**config.mk**
```make
export PLATFORM = sky130hd
export DESIGN_NAME = lab2_proc_iter_muldiv_unit
export DESIGN_NICKNAME = d
export VERILOG_FILES = /design/src/rtl/lab2_proc_iter_muldiv_unit.sv
export SDC_FILE = /design/constraint.sdc
export NUM_CORES = 1
export LEC_CHECK = 0
export ABC_CLOCK_PERIOD_IN_PS = 5500
export BUFFER_PORTS_ARGS = -buffer_cell sky130_fd_sc_hd__buf_2
export CAP_MARGIN = 20
export CORE_ASPECT_RATIO = 1.75
export CORE_MARGIN = 4
export CORE_UTILIZATION = 40
export CTS_CLUSTER_SIZE = 14
export DETAILED_ROUTE_END_ITERATION = 7
export PLACE_DENSITY = 0.66
export SKIP_LAST_GASP = 1
export SLEW_MARGIN = 0
export SYNTH_ARGS = -nofsm -noshare
export SYNTH_HDL_FRONTEND = slang
export SYNTH_SLANG_ARGS = --single-unit
```
**constraint.sdc**
```tcl
create_clock -name clk -period 5.5 [get_ports clk]
set_input_delay 0.825 -clock clk [delete_from_list [all_inputs] [get_ports clk]]
set_output_delay 0.825 -clock clk [all_outputs]
set_load 0.03 [all_outputs]
```
**src/rtl/lab2_proc_iter_muldiv_unit.sv**
```systemverilog
// ----------------------------------------------------------------------------
// lab2_proc_iter_muldiv_unit
//
// Iterative RV32M execute unit that sits beside the ALU in the X stage.
// It handles all eight M-extension ops: MUL, MULH, MULHSU, MULHU, DIV, DIVU,
// REM and REMU, at width p_nbits. A request is issued from D. The result is
// muxed into the X result. Latency varies, so both sides use a val/rdy
// handshake and the pipeline control stalls on those handshakes.
//
// Multiply uses shift-add on operand magnitudes into a 2*N accumulator. The
// product is negated at the end when the operand signs differ. Divide is
// restoring, producing one quotient bit per cycle. Divide-by-zero and signed
// overflow skip the datapath and complete in a single cycle.
//
// Parameters
//   p_nbits       operand/result width (>= 4)
//   p_early_exit  1: a multiply ends once the remaining multiplier bits are 0
//
// Ports
//   clk       in   1        clock
//   reset     in   1        asynchronous, active-low reset
//   req_val   in   1        request valid
//   req_rdy   out  1        unit can accept a request (IDLE, out of reset)
//   req_op    in   3        0 MUL,1 MULH,2 MULHSU,3 MULHU,4 DIV,5 DIVU,6 REM,7 REMU
//   req_a     in   p_nbits  rs1 operand
//   req_b     in   p_nbits  rs2 operand
//   resp_val  out  1        result valid (DONE)
//   resp_rdy  in   1        consumer accepts result
//   resp_msg  out  p_nbits  result, held stable while waiting in DONE
//   busy      out  1        state != IDLE
// ----------------------------------------------------------------------------
module lab2_proc_iter_muldiv_unit #(
    parameter int p_nbits      = 32,
    parameter bit p_early_exit = 1'b1
) (
    input  logic               clk,
    input  logic               reset,
    input  logic               req_val,
    output logic               req_rdy,
    input  logic [2:0]         req_op,
    input  logic [p_nbits-1:0] req_a,
    input  logic [p_nbits-1:0] req_b,
    output logic               resp_val,
    input  logic               resp_rdy,
    output logic [p_nbits-1:0] resp_msg,
    output logic               busy
);

    localparam int N  = p_nbits;
    localparam int CW = $clog2(N + 1);
    localparam logic [N-1:0] MOST_NEG = {1'b1, {(N-1){1'b0}}};

    typedef enum logic [1:0] {
        IDLE,
        CALC,
        DONE
    } state_e;

    typedef enum logic [2:0] {
        OP_MUL    = 3'd0,
        OP_MULH   = 3'd1,
        OP_MULHSU = 3'd2,
        OP_MULHU  = 3'd3,
        OP_DIV    = 3'd4,
        OP_DIVU   = 3'd5,
        OP_REM    = 3'd6,
        OP_REMU   = 3'd7
    } op_e;

    state_e state_q, state_d;

    // ------------------------------------------------------------------
    // Request decode (valid only while IDLE)
    // ------------------------------------------------------------------
    op_e          req_op_e;
    logic         a_signed, b_signed;
    logic         req_sa, req_sb;
    logic [N-1:0] req_a_mag, req_b_mag;
    logic         req_b_zero, req_ovf, req_special;
    logic [N-1:0] special_result;
    logic         accept;

    // NOTE: every combinational output gets a default first, so no path
    // leaves it unassigned and no latch is inferred.
    always_comb begin
        req_op_e    = op_e'(req_op);
        a_signed    = (req_op_e == OP_MULH) || (req_op_e == OP_MULHSU) ||
                      (req_op_e == OP_DIV)  || (req_op_e == OP_REM);
        b_signed    = (req_op_e == OP_MULH) || (req_op_e == OP_DIV) ||
                      (req_op_e == OP_REM);
        req_sa      = a_signed && req_a[N-1];
        req_sb      = b_signed && req_b[N-1];
        req_a_mag   = req_sa ? (~req_a + 1'b1) : req_a;
        req_b_mag   = req_sb ? (~req_b + 1'b1) : req_b;
        req_b_zero  = (req_b == '0);
        req_ovf     = ((req_op_e == OP_DIV) || (req_op_e == OP_REM)) &&
                      (req_a == MOST_NEG) && (req_b == '1);
        req_special = req_op[2] && (req_b_zero || req_ovf);

        // Bit 1 of a divide opcode selects the remainder.
        if (req_b_zero) begin
            special_result = req_op[1] ? req_a : '1;
        end else begin
            special_result = req_op[1] ? '0 : req_a;
        end
    end

    // ------------------------------------------------------------------
    // Iteration state
    // ------------------------------------------------------------------
    op_e           op_q;
    logic          sa_q, sb_q;
    logic [CW-1:0] cnt_q;
    logic [2*N-1:0] acc_q;     // product accumulator
    logic [2*N-1:0] mcand_q;   // |a|, shifted left each step
    logic [N-1:0]  mplier_q;   // |b|, shifted right each step
    logic [N-1:0]  rem_q;      // partial remainder
    logic [N-1:0]  quo_q;      // dividend shifting out, quotient shifting in
    logic [N-1:0]  dsr_q;      // divisor magnitude
    logic [N-1:0]  result_q;

    // ------------------------------------------------------------------
    // One datapath step plus final sign fix-up
    // ------------------------------------------------------------------
    logic [2*N-1:0] mul_acc_nxt, mcand_nxt, prod;
    logic [N-1:0]   mplier_nxt;
    logic           mul_last;
    logic [N:0]     rem_shift;
    logic           rem_ge;
    logic [N-1:0]   rem_nxt, quo_nxt, quo_fin, rem_fin;
    logic           div_last, step_last;
    logic [N-1:0]   calc_result;

    always_comb begin
        mul_acc_nxt = mplier_q[0] ? (acc_q + mcand_q) : acc_q;
        mcand_nxt   = mcand_q << 1;
        mplier_nxt  = mplier_q >> 1;
        // Early exit stops once no multiplier bits remain. Even b == 0
        // still spends one CALC cycle.
        mul_last    = (cnt_q == CW'(1)) || (p_early_exit && (mplier_nxt == '0));
        prod        = (sa_q ^ sb_q) ? (~mul_acc_nxt + 1'b1) : mul_acc_nxt;

        rem_shift   = {rem_q, quo_q[N-1]};
        rem_ge      = (rem_shift >= {1'b0, dsr_q});
        rem_nxt     = rem_ge ? N'(rem_shift - {1'b0, dsr_q}) : rem_shift[N-1:0];
        quo_nxt     = {quo_q[N-2:0], rem_ge};
        div_last    = (cnt_q == CW'(1));
        quo_fin     = (sa_q ^ sb_q) ? (~quo_nxt + 1'b1) : quo_nxt;
        rem_fin     = sa_q ? (~rem_nxt + 1'b1) : rem_nxt;

        step_last   = op_q[2] ? div_last : mul_last;

        calc_result = '0;
        case (op_q)
            OP_MUL:                      calc_result = prod[N-1:0];
            OP_MULH, OP_MULHSU, OP_MULHU: calc_result = prod[2*N-1:N];
            OP_DIV, OP_DIVU:             calc_result = quo_fin;
            default:                     calc_result = rem_fin;
        endcase
    end

    // ------------------------------------------------------------------
    // FSM: state register
    // ------------------------------------------------------------------
    // NOTE: sequential state uses non-blocking assignments, so every
    // register samples pre-edge values and ordering between blocks is moot.
    always_ff @(posedge clk or negedge reset) begin
        if (!reset) begin
            state_q <= IDLE;
        end else begin
            state_q <= state_d;
        end
    end

    // ------------------------------------------------------------------
    // FSM: next state and handshake outputs
    // ------------------------------------------------------------------
    always_comb begin
        state_d  = state_q;
        req_rdy  = 1'b0;
        resp_val = 1'b0;
        busy     = (state_q != IDLE);
        case (state_q)
            IDLE: begin
                // Held low during reset, so nothing is accepted while the
                // unit is still coming out of reset.
                req_rdy = reset;
                if (req_val && req_rdy) begin
                    state_d = req_special ? DONE : CALC;
                end
            end
            CALC: begin
                if (step_last) begin
                    state_d = DONE;
                end
            end
            DONE: begin
                resp_val = 1'b1;
                if (resp_rdy) begin
                    state_d = IDLE;
                end
            end
            default: state_d = IDLE;
        endcase
    end

    assign accept   = req_val && req_rdy;
    assign resp_msg = result_q;

    // ------------------------------------------------------------------
    // Datapath registers
    // ------------------------------------------------------------------
    // NOTE: these are plain registers, not a memory array. Resetting them
    // keeps resp_msg at 0 out of reset and drops any in-flight operation.
    always_ff @(posedge clk or negedge reset) begin
        if (!reset) begin
            op_q     <= OP_MUL;
            sa_q     <= 1'b0;
            sb_q     <= 1'b0;
            cnt_q    <= '0;
            acc_q    <= '0;
            mcand_q  <= '0;
            mplier_q <= '0;
            rem_q    <= '0;
            quo_q    <= '0;
            dsr_q    <= '0;
            result_q <= '0;
        end else if (accept) begin
            op_q     <= req_op_e;
            sa_q     <= req_sa;
            sb_q     <= req_sb;
            cnt_q    <= CW'(N);
            acc_q    <= '0;
            mcand_q  <= {{N{1'b0}}, req_a_mag};
            mplier_q <= req_b_mag;
            rem_q    <= '0;
            quo_q    <= req_a_mag;
            dsr_q    <= req_b_mag;
            if (req_special) begin
                result_q <= special_result;
            end
        end else if (state_q == CALC) begin
            cnt_q <= cnt_q - 1'b1;
            if (op_q[2]) begin
                rem_q <= rem_nxt;
                quo_q <= quo_nxt;
            end else begin
                acc_q    <= mul_acc_nxt;
                mcand_q  <= mcand_nxt;
                mplier_q <= mplier_nxt;
            end
            if (step_last) begin
                result_q <= calc_result;
            end
        end
    end

endmodule

```
==> results.toml, run 1 <==
[cts]
cts-buffers-inserted = 34
cts-root-buf = "clkbuf_16"
cts_tree = "built"
clock-sinks = 301
htree_levels = 2
hold_buffers = 0
clkTransAtPathRegs_ns = 0.06
cts_resized = 0
postCtsSetupBuffers = 0
clk_latency_ns = 0.56
clk_path_buf_depth = 3

[yosys]
synthTopCellsByArea = "dfrtp_1 28%, nand2_1 7.3%, a21oi_1 5.6%"
syn-cell-area_mm2 = 0.02685
synthCells = 3564
synth_fp_nets = 3740
yosysMostFrequentCell = "nand2_1"
ys_seq_area_share_pct = 28.05
yosys.area.top_type = "dfrtp_1"
yosysTopAreaCellShare_pct = 28.05
synth_cell_types = 116
synth_warnings = 0
synthArstFlopShare_pct = 100.0
synth_top_cells_by_count = "521 x nand2_1, 301 x a21oi_1, 301 x dfrtp_1, 296 x o21ai_0, 286 x nor2_1"
syn_area_per_cell_um2 = 7.535
synth.ff_latch_count = 301
ys.flop_type = "dfrtp_1"
synth-edff-count = 0

[worst_setup_path]
worst-r2r-cell-count = 15
critPathKind = "reg2reg"
cp.arrival_ns = 5.82
worstSetupStartpointType = "flip-flop"
crit_fanout = 10
endpoint_kind = "flip-flop"
cp_data_required_time_ns = 5.90

[timing]
fin_worst_skew_ns = 0.01847
setup_viol = 0
slew_viol_final = 0
final.setup.tns_ns = 0
fmax_ghz = 0.1844
worst_pin_slew_ns = 1.273
grt_setup_unrepaired = "false"
finalHoldViolCount = 0
period_share_pct = 98.60
period_needed_ns = 5.423
setup_ws_ns = 0.07723
slew_headroom_pct = 15.14

[floorplan]
die_area_mm2 = 0.07151
die_h_um = 350.8
rows = 125
coreArea_mm2 = 0.06647
dieWidth_um = 203.9
initial_utilization_pct = 40.40
ios = 106

[final_layout]
final_core_util_pct = 44.02
areaGrowthSynthToFinish_pct = 8.964
layout.nets = 3699
drive_gt1_share_pct = 9.647

[routing]
drt-initial-drc-count = 2775
post_drt_via_cell_ratio = 6.352
wl_per_cell_um = 25.30
drt_wl_total_um = 112400
vias = 28230
drt_pass1_iterations = 6
drc = 0
ant_nets = 0

[power]
seqPwrFrac_pct = 20.1
swShare_pct = 56.12
p_total_w = 0.02157
pwr-share-clk_pct = 11.3
combPwrFrac_pct = 68.6
power.internal_w = 0.009465
powerDensity_mw_per_mm2 = 737.1
p_leak_nw = 11.79
p_sw_w = 0.01211
ir_drop_mv = 0.3990

[place]
gp_congestion = 1.072
dpl.hpwl_um = 86020
place_ws_ns = 0.2959
portBuffers = 105

[global_route]
grt_start_max_net_pins = 132
globalRouteTotalUtil_pct = 30.40
grt_pass1_wl_um = 167800
grt_pass1_vias = 27600
grt_overflow = 0
antenna_found_initial = 12

[outcome]
status = "completed"

[job]
maxCapViolations = 0

[hold_path]
hold_class = "in2async"
==> layout make-up <==
class	instances	area, um2
Fill cell	6876	37210
Timing Repair Buffer	169	1091
Clock inverter	11	111.4
Clock buffer	47	1013
Inverter	86	322.8
Multi-Input combinational cell	2931	18050
Sequential cell	301	7536
Antenna cell	10	25.02
Tap cell	889	1112
==> cell families after synthesis <==
family / Yosys count / share of synthesized area, %
buffers and inverters: 332 / 5.055
XOR/XNOR: 206 / 6.719
multiplexers: 57 / 2.171
AO/OA/AOI/OAI: 1117 / 26.82
AND/OR/NAND/NOR: 1438 / 25.94
flip-flops: 301 / 28.05
adder cells (fa/ha/maj): 113 / 5.246
==> final timing paths <==
| kind | start | endpoint | slack (ns) |
|---|---|---|---|
| max | acc_q[32] | resp_msg[21] | 0.08 |
| min | reset | acc_q[1] | 0.17 |
| max reg2reg | acc_q[32] | resp_msg[21] | 0.08 |
| min reg2reg | dsr_q[31] | dsr_q[31] | 0.51 |
| max in group asynchronous | reset | mcand_q[57] | 3.19 |
| min in group clk | dsr_q[31] | dsr_q[31] | 0.51 |
==> through the flow <==
step	hold WS [ns]	instances	cell area (um2)
finish	0.1652	4444	29260
detailed placement	0.4994	4376	28100
global placement	0.4814	4376	28100
floorplan	0.4495	3564	26850
CTS	0.1866	4434	29230
global route	0.1984	4435	29240
==> flip-flops by register name, indices dropped and copies added (netlist names) <==
register	flops
resp_msg	32
sa_q	1
acc_q	64
op_q	3
dsr_q	32
rem_q	32
sb_q	1
quo_q	32
mcand_q	64
mplier_q	32
cnt_q	6
state_q	2
==> power by group through the flow <==
stage	sequential (W)	combinational, W	clock [W]
floorplan	0.00404	0.00998	0
global placement	0.00431	0.0142	0
detailed placement	0.00434	0.0143	0
CTS	0.00430	0.0143	0.00246
global route	0.00444	0.0159	0.00253
finish	0.00434	0.0148	0.00243
==> worst max-delay path, cell delays in order, from the launching register on <==
cell and delay [ns]:
dfrtp_1 0.43, ha_1 0.52, nand4_1 0.30, nor3_1 0.75
nand3_1 0.19, a21oi_1 0.48, o31ai_1 0.32, a31oi_4 0.33
and3_4 0.30, nand3_4 0.14, nor4_4 0.38, buf_4 0.21
nand4b_1 0.13, mux2_1 0.35, a211oi_1 0.33, a311oi_1 0.10
==> cell usage in the layout, fill, tap and decap left out, types with 47 or more instances in the layout <==
cell type	n
a21oi_1	301
dfrtp_1	300
nand2_1	519
mux2i_1	47
nor3_1	74
and3_1	55
a31oi_1	108
o21ai_0	296
buf_4	58
ha_1	103
nor2_1	284
inv_1	84
xnor2_1	107
nand3_1	166
xor2_1	97
nand4_1	79
buf_2	104
==> per-layer routing <==
layer	up-vias	global-route usage, %	wire [um]
li1	12990	-	-
met1	13460	30.80	37600
met4	4	28.82	13240
met2	1268	52.37	54030
met3	513	5.137	7541
met5	-	0	25
No activity file was read; power rests on OpenSTA's default activity.
==> run 2: changes to the inputs <==
--- a/config.mk
+++ b/config.mk
@@ -14,6 +14,7 @@
 export CTS_CLUSTER_SIZE = 14
 export DETAILED_ROUTE_END_ITERATION = 7
 export PLACE_DENSITY = 0.66
+export REMOVE_ABC_BUFFERS = 1
 export SKIP_LAST_GASP = 1
 export SLEW_MARGIN = 0
 export SYNTH_ARGS = -nofsm -noshare
==> run 2 against run 1 <==
Effect of this change:
- combinational power about the same
- critical endpoint is now resp_msg[15]
- sequential power about the same
- via count up 0.62%
- setup slack better by 0.28 ns
- flip-flop and latch count unchanged
- sequential share of layout area down 0.29 points
- global-route usage down 0.95 points
==> results.toml, run 2 (synthesis gave the netlist of run 1 again) <==
[final_layout]
mostFrequentLayoutCell = "nand2_1"
final_area_mm2 = 0.02960
areaGrowthSynthToFinish_pct = 10.22
drive_gt1_share_pct = 10.88
stdcell_count = 4484
final_cell_mix = "519 x nand2_1, 301 x a21oi_1, 300 x dfrtp_1, 296 x o21ai_0, 283 x nor2_1"
reg_top3 = "acc_q x64, mcand_q x64"
layout.nets = 3745

[global_route]
grt_pass1_vias = 28160
use_met1_pct = 29.84
grt_overflow = 0
use_met3_pct = 3.292
globalRouteTotalUtil_pct = 29.45
grt_pass1_wl_um = 165700
use_met2_pct = 52.81
grt_busiest_layer = "met2"
grt_start_max_net_pins = 102
antenna_found_initial = 3

[timing]
hold_ws_ns = 0.1710
setup_viol = 0
finalHoldViolCount = 0
fin_worst_skew_ns = 0.02226
slew_viol_final = 0
period_needed_ns = 5.146
fmax_ghz = 0.1943
slew_headroom_pct = 24.52
period_share_pct = 93.56
worst_pin_slew_ns = 1.120
grt_setup_unrepaired = "false"

[power]
p_leak_nw = 12.00
p_total_w = 0.02164
combPwrFrac_pct = 68.6
powerDensity_mw_per_mm2 = 731.3
power.internal_w = 0.009715
p_sw_w = 0.01193
pwr-share-clk_pct = 11.3
seqPwrFrac_pct = 20.1
ir_drop_mv = 0.3244
swShare_pct = 55.11

[floorplan]
coreArea_mm2 = 0.06647
dieWidth_um = 203.9
rows = 125
initial_utilization_pct = 40.40
ios = 106
die_area_mm2 = 0.07151
die_h_um = 350.8

[cts]
htree_levels = 2
cts-buffers-inserted = 34
postCtsSetupBuffers = 0
clk_latency_ns = 0.56
cts_resized = 0
clkTransAtPathRegs_ns = 0.07
clock-sinks = 301
hold_buffers = 0
cts-root-buf = "clkbuf_16"
cts_tree = "built"
clk_path_buf_depth = 3

[routing]
drt_wl_total_um = 108500
ant_nets = 0
drt-initial-drc-count = 2044
post_drt_via_cell_ratio = 6.334
drc = 0
wl_per_cell_um = 24.20
vias = 28400
drt_pass1_iterations = 6

[worst_setup_path]
critPathKind = "reg2reg"
worstSetupStartpointType = "flip-flop"
cp.arrival_ns = 5.61
cp_data_required_time_ns = 5.97
crit_fanout = 11
endpoint_kind = "flip-flop"

[place]
gp_congestion = 0.9935
dpl.cell_count = 4421
placed_cell_area_mm2 = 0.02842
portBuffers = 105
dpl.hpwl_um = 84000

[job]
maxCapViolations = 0

[hold_path]
hold_class = "in2async"

[outcome]
status = "completed"
run 2: cell types whose count changed in the layout (fill, tap and decap cells not counted), moves of 2 or more:
cell	delta
buf_4	+47
diode_2	-8
clkbuf_8	+3
buf_12	-2
clkbuf_16	-2
run 2: critical path, cell delays in order, from the launching register on:
cell      delay, ns
dfrtp_1        0.40
ha_1           0.44
a21oi_1        0.23
o21ai_1        0.22
a211oi_1       0.55
o32a_1         0.44
mux2i_1        0.29
o221ai_1       0.27
nor2_2         0.39
nand4_4        0.21
nor4_4         0.35
buf_12         0.18
a21oi_1        0.08
xnor2_1        0.56
a221oi_1       0.17
a311oi_1       0.29
run 2: routing by layer:
layer  vias to the layer above  share of wire [%]
met1                     13670                 34
li1                      13070                  -
met2                      1152                 50
met5                         -             0.0092
met4                         2                 11
met3                       511                4.9
run 2: area by class of cell:
cell class	instances	area (um2)
antenna	2	5.005
clock buffer	48	1005
clock inverter	12	122.6
fill	6925	36870
inverter	86	322.8
multi-input combinational	2931	18060
sequential	301	7536
tap	889	1112
timing repair buffer	215	1431
run 2: path summary, 6_finish.rpt:
kind,endpoint,depth (start not counted),slack [ns],startpoint
worst max-delay path,resp_msg[15],15,0.35,acc_q[10]
worst min-delay path,resp_msg[2],1,0.17,reset
worst max register to register,resp_msg[15],15,0.35,acc_q[10]
worst min register to register,dsr_q[31],1,0.52,dsr_q[31]
max in group asynchronous,mcand_q[32],3,3.56,reset
min in group clk,dsr_q[31],1,0.52,dsr_q[31]
run 2: power by group through the flow:
stage               Sequential (W)  Combinational [W]  Clock (W)
CTS                        0.00432             0.0145    0.00247
finish                     0.00435             0.0149    0.00244
detailed placement         0.00435             0.0144          0
floorplan                  0.00419            0.00961          0
global route               0.00444             0.0160    0.00254
global placement           0.00433             0.0144          0
run 2: metrics by stage:
step	setup slack [ns]	utilization [%]	setup TNS, ns
after floorplan	-1.602	-	-44.79
after global placement	0.1355	42.76	0
after detailed placement	0.09682	42.76	0
after CTS	0.06687	44.45	0
after global routing	0.005926	44.53	0
final	0.3543	44.53	0
